<file path="config.mk">
export PLATFORM = sky130hd
export DESIGN_NAME = fpu_config_sequencer
export DESIGN_NICKNAME = d
export VERILOG_FILES = /design/src/rtl/fpu_config_sequencer.sv
export SDC_FILE = /design/constraint.sdc
export NUM_CORES = 2
export LEC_CHECK = 0
export CORE_MARGIN = 1
export CORE_UTILIZATION = 38
export CTS_CLUSTER_DIAMETER = 120
export DETAILED_ROUTE_END_ITERATION = 6
export PLACE_DENSITY = 0.64
export SKIP_LAST_GASP = 1
export SLEW_MARGIN = 20
export SYNTH_ARGS = -nofsm -noshare
export SYNTH_HDL_FRONTEND = slang
export SYNTH_SLANG_ARGS = --single-unit
</file>
<file path="constraint.sdc">
create_clock -name clk -period 2.9 [get_ports clk]
set_clock_uncertainty 0.05 [all_clocks]
set_input_delay 0.58 -clock clk [delete_from_list [all_inputs] [get_ports clk]]
set_output_delay 0.58 -clock clk [all_outputs]
set_load 0.005 [all_outputs]
</file>
<file path="src/rtl/fpu_config_sequencer.sv">
`default_nettype none
// ============================================================================
// Module      : fpu_config_sequencer
// Description : Holds up to DEPTH FPU/crossbar configuration entries and
//               replays entries 0..last_idx_i, showing each one for hold+1
//               cycles. All outputs are registered and feed the PE datapath's
//               config_all, crossbar select and crossbar enable inputs.
//               Optional build macro FPU_CFG_SEQ_CNT_EN adds the 32-bit
//               saturating run_cycles_o counter of RUN cycles.
// Revision    : 1.0 - initial release
// ============================================================================
module fpu_config_sequencer #(
  parameter int INST_WIDTH      = 64,
  parameter int NUM_OUTPUTS_CB1 = 16,
  parameter int CFG_W_CB1       = 4,
  parameter int NUM_OUTPUTS_CB2 = 4,
  parameter int CFG_W_CB2       = 4,
  parameter int DEPTH           = 8,
  parameter int HOLD_W          = 8
) (
  input  logic                                 clk,
  input  logic                                 rst_n,
  input  logic                                 wr_en_i,
  input  logic [$clog2(DEPTH)-1:0]             wr_addr_i,
  input  logic [INST_WIDTH-1:0]                wr_inst_i,
  input  logic [NUM_OUTPUTS_CB1*CFG_W_CB1-1:0] wr_cb1_i,
  input  logic [NUM_OUTPUTS_CB2*CFG_W_CB2-1:0] wr_cb2_i,
  input  logic [HOLD_W-1:0]                    wr_hold_i,
  input  logic                                 start_i,
  input  logic                                 stop_i,
  input  logic                                 loop_en_i,
  input  logic [$clog2(DEPTH)-1:0]             last_idx_i,
  output logic [INST_WIDTH-1:0]                config_all_o,
  output logic [NUM_OUTPUTS_CB1*CFG_W_CB1-1:0] config_cb1_o,
  output logic [NUM_OUTPUTS_CB2*CFG_W_CB2-1:0] config_cb2_o,
  output logic                                 cb1_en_o,
  output logic                                 cb2_en_o,
  output logic [$clog2(DEPTH)-1:0]             cur_idx_o,
  output logic                                 busy_o,
  output logic                                 done_o,
`ifdef FPU_CFG_SEQ_CNT_EN
  output logic [31:0]                          run_cycles_o,
`endif
  output logic                                 wr_err_o
);

  localparam int c_IDX_W = $clog2(DEPTH);
  localparam int c_CB1_W = NUM_OUTPUTS_CB1 * CFG_W_CB1;
  localparam int c_CB2_W = NUM_OUTPUTS_CB2 * CFG_W_CB2;

  localparam logic [c_IDX_W-1:0] c_IDX_ONE  = c_IDX_W'(1);
  localparam logic [HOLD_W-1:0]  c_HOLD_ONE = HOLD_W'(1);

  typedef enum logic [1:0] {
    ST_IDLE = 2'd0,
    ST_RUN  = 2'd1,
    ST_DONE = 2'd2
  } state_t;

  state_t               r_state;
  logic [c_IDX_W-1:0]   r_idx;
  logic [HOLD_W-1:0]    r_cnt;

  // Configuration storage is built from flops so that reset can clear it.
  logic [INST_WIDTH-1:0] r_mem_inst [DEPTH];
  logic [c_CB1_W-1:0]    r_mem_cb1  [DEPTH];
  logic [c_CB2_W-1:0]    r_mem_cb2  [DEPTH];
  logic [HOLD_W-1:0]     r_mem_hold [DEPTH];

  logic                  w_wr_accept;
  logic [HOLD_W-1:0]     w_cur_hold;
  logic                  w_hold_done;
  logic                  w_at_last;

  // Writes are refused only while a sequence is running; DONE is a single
  // housekeeping cycle and is treated like IDLE for writes.
  assign w_wr_accept = wr_en_i && (r_state != ST_RUN);
  assign w_cur_hold  = r_mem_hold[r_idx];
  assign w_hold_done = (r_cnt == w_cur_hold);
  // last_idx_i is sampled live; an index already past it ends the pass.
  assign w_at_last   = !(r_idx < last_idx_i);

  // Entry storage: cleared by reset, written on accepted write strobes.
  always_ff @(posedge clk or negedge rst_n) begin
    if (!rst_n) begin
      for (int i = 0; i < DEPTH; i++) begin
        r_mem_inst[i] <= '0;
        r_mem_cb1[i]  <= '0;
        r_mem_cb2[i]  <= '0;
        r_mem_hold[i] <= '0;
      end
    end else if (w_wr_accept) begin
      r_mem_inst[wr_addr_i] <= wr_inst_i;
      r_mem_cb1[wr_addr_i]  <= wr_cb1_i;
      r_mem_cb2[wr_addr_i]  <= wr_cb2_i;
      r_mem_hold[wr_addr_i] <= wr_hold_i;
    end
  end

  // Sequencer state machine with registered datapath-facing outputs. The
  // outputs show the entry addressed in the previous cycle, so a pass of
  // N RUN cycles produces N enabled output cycles followed by done_o.
  always_ff @(posedge clk or negedge rst_n) begin
    if (!rst_n) begin
      r_state      <= ST_IDLE;
      r_idx        <= '0;
      r_cnt        <= '0;
      config_all_o <= '0;
      config_cb1_o <= '0;
      config_cb2_o <= '0;
      cb1_en_o     <= 1'b0;
      cb2_en_o     <= 1'b0;
      cur_idx_o    <= '0;
      busy_o       <= 1'b0;
      done_o       <= 1'b0;
      wr_err_o     <= 1'b0;
`ifdef FPU_CFG_SEQ_CNT_EN
      run_cycles_o <= '0;
`endif
    end else begin
      done_o   <= 1'b0;
      wr_err_o <= wr_en_i && (r_state == ST_RUN);

      case (r_state)
        ST_IDLE: begin
          // Config outputs keep their last value so the crossbars see
          // stable selects while disabled.
          cb1_en_o <= 1'b0;
          cb2_en_o <= 1'b0;
          busy_o   <= 1'b0;
          if (start_i && !stop_i) begin
            r_state <= ST_RUN;
            r_idx   <= '0;
            r_cnt   <= '0;
`ifdef FPU_CFG_SEQ_CNT_EN
            run_cycles_o <= '0;
`endif
          end
        end

        ST_RUN: begin
`ifdef FPU_CFG_SEQ_CNT_EN
          if (run_cycles_o != '1) begin
            run_cycles_o <= run_cycles_o + 32'd1;
          end
`endif
          if (stop_i) begin
            // Abort: drop enables, freeze selects and index, no done pulse.
            r_state  <= ST_IDLE;
            cb1_en_o <= 1'b0;
            cb2_en_o <= 1'b0;
            busy_o   <= 1'b0;
          end else begin
            config_all_o <= r_mem_inst[r_idx];
            config_cb1_o <= r_mem_cb1[r_idx];
            config_cb2_o <= r_mem_cb2[r_idx];
            cur_idx_o    <= r_idx;
            cb1_en_o     <= 1'b1;
            cb2_en_o     <= 1'b1;
            busy_o       <= 1'b1;
            if (!w_hold_done) begin
              r_cnt <= r_cnt + c_HOLD_ONE;
            end else begin
              r_cnt <= '0;
              if (!w_at_last) begin
                r_idx <= r_idx + c_IDX_ONE;
              end else if (loop_en_i) begin
                r_idx <= '0;
              end else begin
                r_state <= ST_DONE;
              end
            end
          end
        end

        ST_DONE: begin
          done_o   <= 1'b1;
          cb1_en_o <= 1'b0;
          cb2_en_o <= 1'b0;
          busy_o   <= 1'b0;
          r_state  <= ST_IDLE;
        end

        default: begin
          r_state <= ST_IDLE;
        end
      endcase
    end
  end

endmodule
`default_nettype wire

</file>
# ---- Word-level counts from Yosys, hierarchy flattened
# Index checks and enable logic that the tools add are counted.
dict set report op_classes {
  add_sub_neg 2
  multipliers 0
  div_mod_pow 0
  magnitude_cmp 4
  eq_ne 11
  n_shift 0
  muxes 41
  bitwise_logic 3
  n_reduce_logical 13
}
# operator n
set op_table {}
lappend op_table {{$bwmux 512} 2}
lappend op_table {{$bmux 64 s3} 2}
lappend op_table {{$mux 64} 5}
lappend op_table {{$demux 64 s3} 1}
lappend op_table {{$bwmux 128} 1}
lappend op_table {{$bwmux 64} 1}
lappend op_table {{$bmux 16 s3} 1}
lappend op_table {{$demux 16 s3} 1}
lappend op_table {{$mux 16} 3}
lappend op_table {{$mux 8} 6}
lappend op_table {{$bmux 8 s3} 1}
lappend op_table {{$demux 8 s3} 1}
lappend op_table {{$pmux 8 s2} 1}
lappend op_table {{$mux 3} 5}
lappend op_table {{$mux 2} 5}
lappend op_table {{$ne 3x3->1 const B} 3}
lappend op_table {{$add 8x1->8 const B} 1}
lappend op_table {{$eq 8x8->1} 1}
lappend op_table {{$ge 4x4->1 const B} 2}
lappend op_table {{$not 3->4} 2}
lappend op_table {{$ne 2x2->1 const B} 3}
lappend op_table {{$pmux 3 s2} 1}
lappend op_table {{$reduce_and 5->1} 1}
lappend op_table {{$logic_and 1x1->1} 4}
lappend op_table {{other kinds (18)} 20}
dict set report word_totals {
  ff_bits 1379
  latchBits 0
  ramBits 0
  romBits 0
  inputBits 164
  output_inout_bits 152
  word_cells 116
  memories 0
}

# ---- Longest topological paths before layout
dict set report depth {
  word_depth 8
  depth_mapped 10
  ltp_nobuf 8
}

# ---- Least setup slack after synthesis
# No wires, ideal clock.
dict set report synth_path {
  path_kind {register to register}
  start {register r_idx[0]}
  end {register r_cnt[6]}
  setup_time_ps 121
  t_arrival_ps 2315
  required_time_ps 2729
  slack_ps 415
  path_stages_with_launch 11
  path_buffers 3
  synth_period_minus_slack_ps 2485
  cell_sequence {dfrtp_1 -> buf_2 -> buf_4 -> mux2i_1 -> mux4_2 -> xnor2_1 -> a221oi_1 -> a41oi_1 -> buf_4 -> a21o_1 -> a22o_1}
}
dict set report synth_between {
  elab_chain_len 8
}
# item line_no
set synth_rtl {}
lappend synth_rtl {{from (decl)} 61} ;# logic [c_IDX_W-1:0] r_idx;
lappend synth_rtl {{from (signal assigned)} 166} ;# r_idx <= r_idx + c_IDX_ONE;
lappend synth_rtl {{$not 3->4 (not written as such)} 78} ;# assign w_cur_hold = r_mem_hold[r_idx];
lappend synth_rtl {{$bmux 8 s3} 78}
lappend synth_rtl {{$mux 8 (not written as such) (2 in series)} 78}
lappend synth_rtl {{$eq 8x8->1} 79} ;# assign w_hold_done = (r_cnt == w_cur_hold);
lappend synth_rtl {{$mux 8} 161} ;# if (!w_hold_done) begin
lappend synth_rtl {{$mux 8} 147} ;# if (stop_i) begin
lappend synth_rtl {{$pmux 8 s2} 124} ;# case (r_state)
lappend synth_rtl {{to (signal assigned)} 162} ;# r_cnt <= r_cnt + c_HOLD_ONE;
lappend synth_rtl {{to (decl)} 62} ;# logic [HOLD_W-1:0] r_cnt;
# Every way passes these cells. The select of a mux whose other input is x is not followed.
# A chain may end at the register's enable or synchronous reset.

# ---- Worst setup path in the final report
dict set report layout_path {
  start {register r_idx[0]}
  end {register r_idx[0]}
}
dict set report layout_between {
  elab_chain_len 7
  elab_cells_between_ends 14
  cone_classes {add/sub: 1; order compare: 1; eq/ne: 3; mux: 7; bitwise: 1; reduce/logical: 1}
}
# item line_no
set layout_rtl {}
lappend layout_rtl {{$not 3->4 (not written as such)} 78}
lappend layout_rtl {{$bmux 8 s3} 78}
lappend layout_rtl {{$mux 8 (not written as such) (2 in series)} 78}
lappend layout_rtl {{$eq 8x8->1} 79}
lappend layout_rtl {{$ne 2x2->1 (no line)} n/a}
lappend layout_rtl {{$reduce_and 5->1 (no line)} n/a}
# Parallel ways exist; a longest one is shown, timed or not. The select of a mux whose other input is x is not followed.

==> out/metrics.csv <==
stage,metric,value,unit
status,status,"finished, final reports clean",
timing,tightest_slew,0.907,ns
timing,report.final.slew_viol_count,0,
clock_network,tritoncts,done,
route,wl_met2,67.0,mm
finish,nNetsFinal,4269,
worst_setup_path,critPathTopFamily,multiplexers,
clock_network,clockRootBuffer,clkbuf_16,
timing,timing.fmax,368,MHz
synth,synth_seq_cells,1379,
worst_setup_path,cpMaxStageDelayCell,dfrtp_4,
worst_setup_path,critPathKind,flop to flop,
synth,synth_top_area_share,57.9,%
synth,synth_area_leaders,"dfrtp_1 (58%), mux2_2 (23%), mux4_2 (11%)",
synth,synth_most_common_cell,dfrtp_1,
worst_setup_path,path_common_cell,mux2i_1,
floorplanning,die_x,398,um
route,top_layer,met5,
synth,synth_edf_count,0,
power_and_ir_drop,p_per_area,775,nW/um^2
clock_network,cts_buffers,152,
timing,hold_viol,0,
placement,dpl_worst_slack,-0.0807,ns
grt,grt_pass1_wl,223,mm
timing,slew_headroom,39.5,%
finish,ff_latch_area,34500,sq um
clock_network,clk_pin_slew,0.06,ns
grt,grt_max_degree,93,
timing,rsz0062_at_grt,no,
timing,period_needed,2.72,ns
worst_setup_path,rrSetupSlack,0.18,ns
worst_setup_path,cp_cell_sequence,buf_4 > mux2i_1 > mux4_2 > xnor2_1 > a211oi_2 > nand4_1 > nor3_2 > mux2i_1,
route,wirelength,142,mm
power_and_ir_drop,power,55600,uW
hold_path,min_path_type,input port to async pin,
clock_network,post_cts_resized,0,
floorplanning,rows,144,
floorplanning,ios,316,
timing,setup_slack,0.180,ns
timing,fin_tns_setup,0,ns
worst_setup_path,cp.required,3.53,ns
route,ant_nets,0,
grt,grt_pass1_vias,35800,
synth,synth_area,59600,sq um
floorplanning,die_height,398,um
clock_network,cts_max_path_buffers,3,
worst_setup_path,arrival,3.35,ns
timing,finalCritPeriodShare,93.8,%
finish,final_layout_size_suffix_gt1_share,45.8,%
grt,antenna_found_initial,17,
worst_setup_path,start_kind,flop,
worst_setup_path,path_buf_inv,1,
synth,synth_cell_types,38,
worst_setup_path,end_kind,flop,
worst_setup_path,worstReg2RegStart,r_idx[0],
job,drv_cap,0,
placement,dpl.hpwl,87.0,mm
synth,ys_warn_count,0,
placement,portBuffers,315,
route,wl_met3,5.97,mm
clock_network,insertion_delay,0.78,ns
synth,synth_nets,3884,
timing,whs,0.376,ns
route,vias,33100,
synth,ys_async_sr_fraction,100,%
worst_setup_path,r2r-end,r_idx[0],
grt,overflow,0,
synth,synthTopCellsByCount,"dfrtp_1 (1379), mux2_2 (1216), mux4_2 (296)",
clock_network,htreeDepth,4,
power_and_ir_drop,peakVddDrop,0.546,mV
clock_network,clkSinkCount,1379,
worst_setup_path,cp.depth,8,
worst_setup_path,worstPathMaxFanout,17,
synth,synth_ff_type,dfrtp_1,
finish,fill_cells,13500,
synth,syn-instance-count,3716,
placement,place_congestion,0.750,
synth,yosysSeqAreaShare,57.9,%
synth,synth.largest_area_cell,dfrtp_1,
floorplanning,core,155000,sq um
route,drt-met1-wl,66.4,mm
timing,setup_viol,0,
grt,track_usage,18.3,%
floorplanning,initial_utilization,38.5,%
route,drtIter0Drc,1419,
route,drcViolationCount,0,
worst_setup_path,max_stage_delay,0.61,ns
route,first_pass_iters,5,
worst_setup_path,reg2reg_depth,8,
synth,synth.avg_cell_area,16.0,sq um
finish,syn2layout_area_growth,20.3,%
finish,multi_input_area,24000,sq um
floorplanning,die-area,158000,sq um
power_and_ir_drop,leakagePower,0.0295,uW
route,vias_per_cell,5.29,
route,wl_per_cell,22.7,um
where the power goes:
group          switching, uW  internal, uW  total, uW
clock network           8020         11500      19500
registers               2410         24100      26500
logic                   3250          6300       9550
total                  13700         41900      55600
area by class of cell:
| type | count | area share (%) |
|---|---|---|
| Sequential cell | 1379 | 48.2 |
| Multi-Input combinational cell | 2077 | 33.5 |
| Timing Repair Buffer | 486 | 7.59 |
| Clock buffer | 219 | 6.15 |
| Tap cell | 2044 | 3.57 |
| Clock inverter | 51 | 0.951 |
| Inverter | 5 | 0.0262 |
| Antenna cell | 3 | 0.0105 |
sequential cells by signal, summed over array words and instances, names as in the netlist:
register	flops
cur_idx_o	3
config_cb1_o	64
r_cnt	8
r_mem_cb2	128
r_mem_cb1	512
r_state	2
wr_err_o	1
busy_o	1
r_mem_hold	64
config_cb2_o	16
r_idx	3
done_o	1
r_mem_inst	512
config_all_o	64
logic make-up after synthesis:
family	count (synthesis)	share of synthesized area [%]
AOI/OAI and AO/OA	171	1.53
xor gates and xnor gates	7	0.103
adders and majority gates	4	0.0840
buffers and inverters	260	1.85
DFF	1379	57.9
muxes	1685	37.1
and+or+nand+nor	210	1.47
metrics by stage:
step / util (%) / area, sq um / cells
floorplan: - / 59600 / 3716
global placement: 42.9 / 66500 / 5987
detailed placement: 42.9 / 66500 / 5987
CTS: 46.2 / 71600 / 6258
global route: 46.3 / 71700 / 6263
finish: 46.3 / 71700 / 6264
worst register-to-register path, stage by stage (launching register included):
cell      delay, ns
dfrtp_4        0.61
buf_4          0.23
mux2i_1        0.12
mux4_2         0.47
xnor2_1        0.15
a211oi_2       0.20
nand4_1        0.25
nor3_2         0.33
mux2i_1        0.23
worst max path at each step:
stage	from	endpoint	slack, ns
finish	r_idx[0]	r_idx[0]	0.18
global route	r_idx[0]	r_idx[0]	0.003
CTS	r_idx[0]	r_idx[0]	0.13
global placement	wr_addr_i[0]	r_mem_inst[349]	-0.13
floorplan	r_idx[0]	r_cnt[6]	0.41
detailed placement	wr_addr_i[0]	r_mem_inst[333]	-0.08
cell usage in the layout, fill, tap and decap left out, types with 5 or more instances in the layout:
master / Yosys / routed
clkbuf_16: 0 / 155
clkbuf_1: 129 / 35
nand2_1: 168 / 166
buf_4: 7 / 92
clkinv_8: 0 / 5
o21ai_0: 146 / 146
clkdlybuf4s50_1: 0 / 314
mux2i_1: 173 / 173
clkinv_2: 0 / 23
bufinv_16: 0 / 10
buf_12: 0 / 77
mux4_2: 296 / 296
clkbuf_8: 0 / 29
a21o_1: 7 / 7
dfrtp_1: 1379 / 1376
mux2_2: 1216 / 1216
nor2b_1: 5 / 5
inv_1: 5 / 5
nand3_1: 8 / 8
nor2_1: 10 / 9
a21oi_1: 5 / 5
a22oi_1: 6 / 6
repair_timing:
item / 4_1_cts / 5_1_grt
hold buffers: 1 / 0
hold endpoints to repair: 66 / 0
buffers inserted: 0 / 3
setup endpoints to repair: 0 / 2
layer usage:
layer / global-route usage [%] / vias up
met1: 26.0 / 17900
met5: 0 / -
met4: 4.46 / 24
met2: 28.6 / 499
li1: - / 14600
met3: 3.79 / 205
No activity file was read; power rests on OpenSTA's default activity.
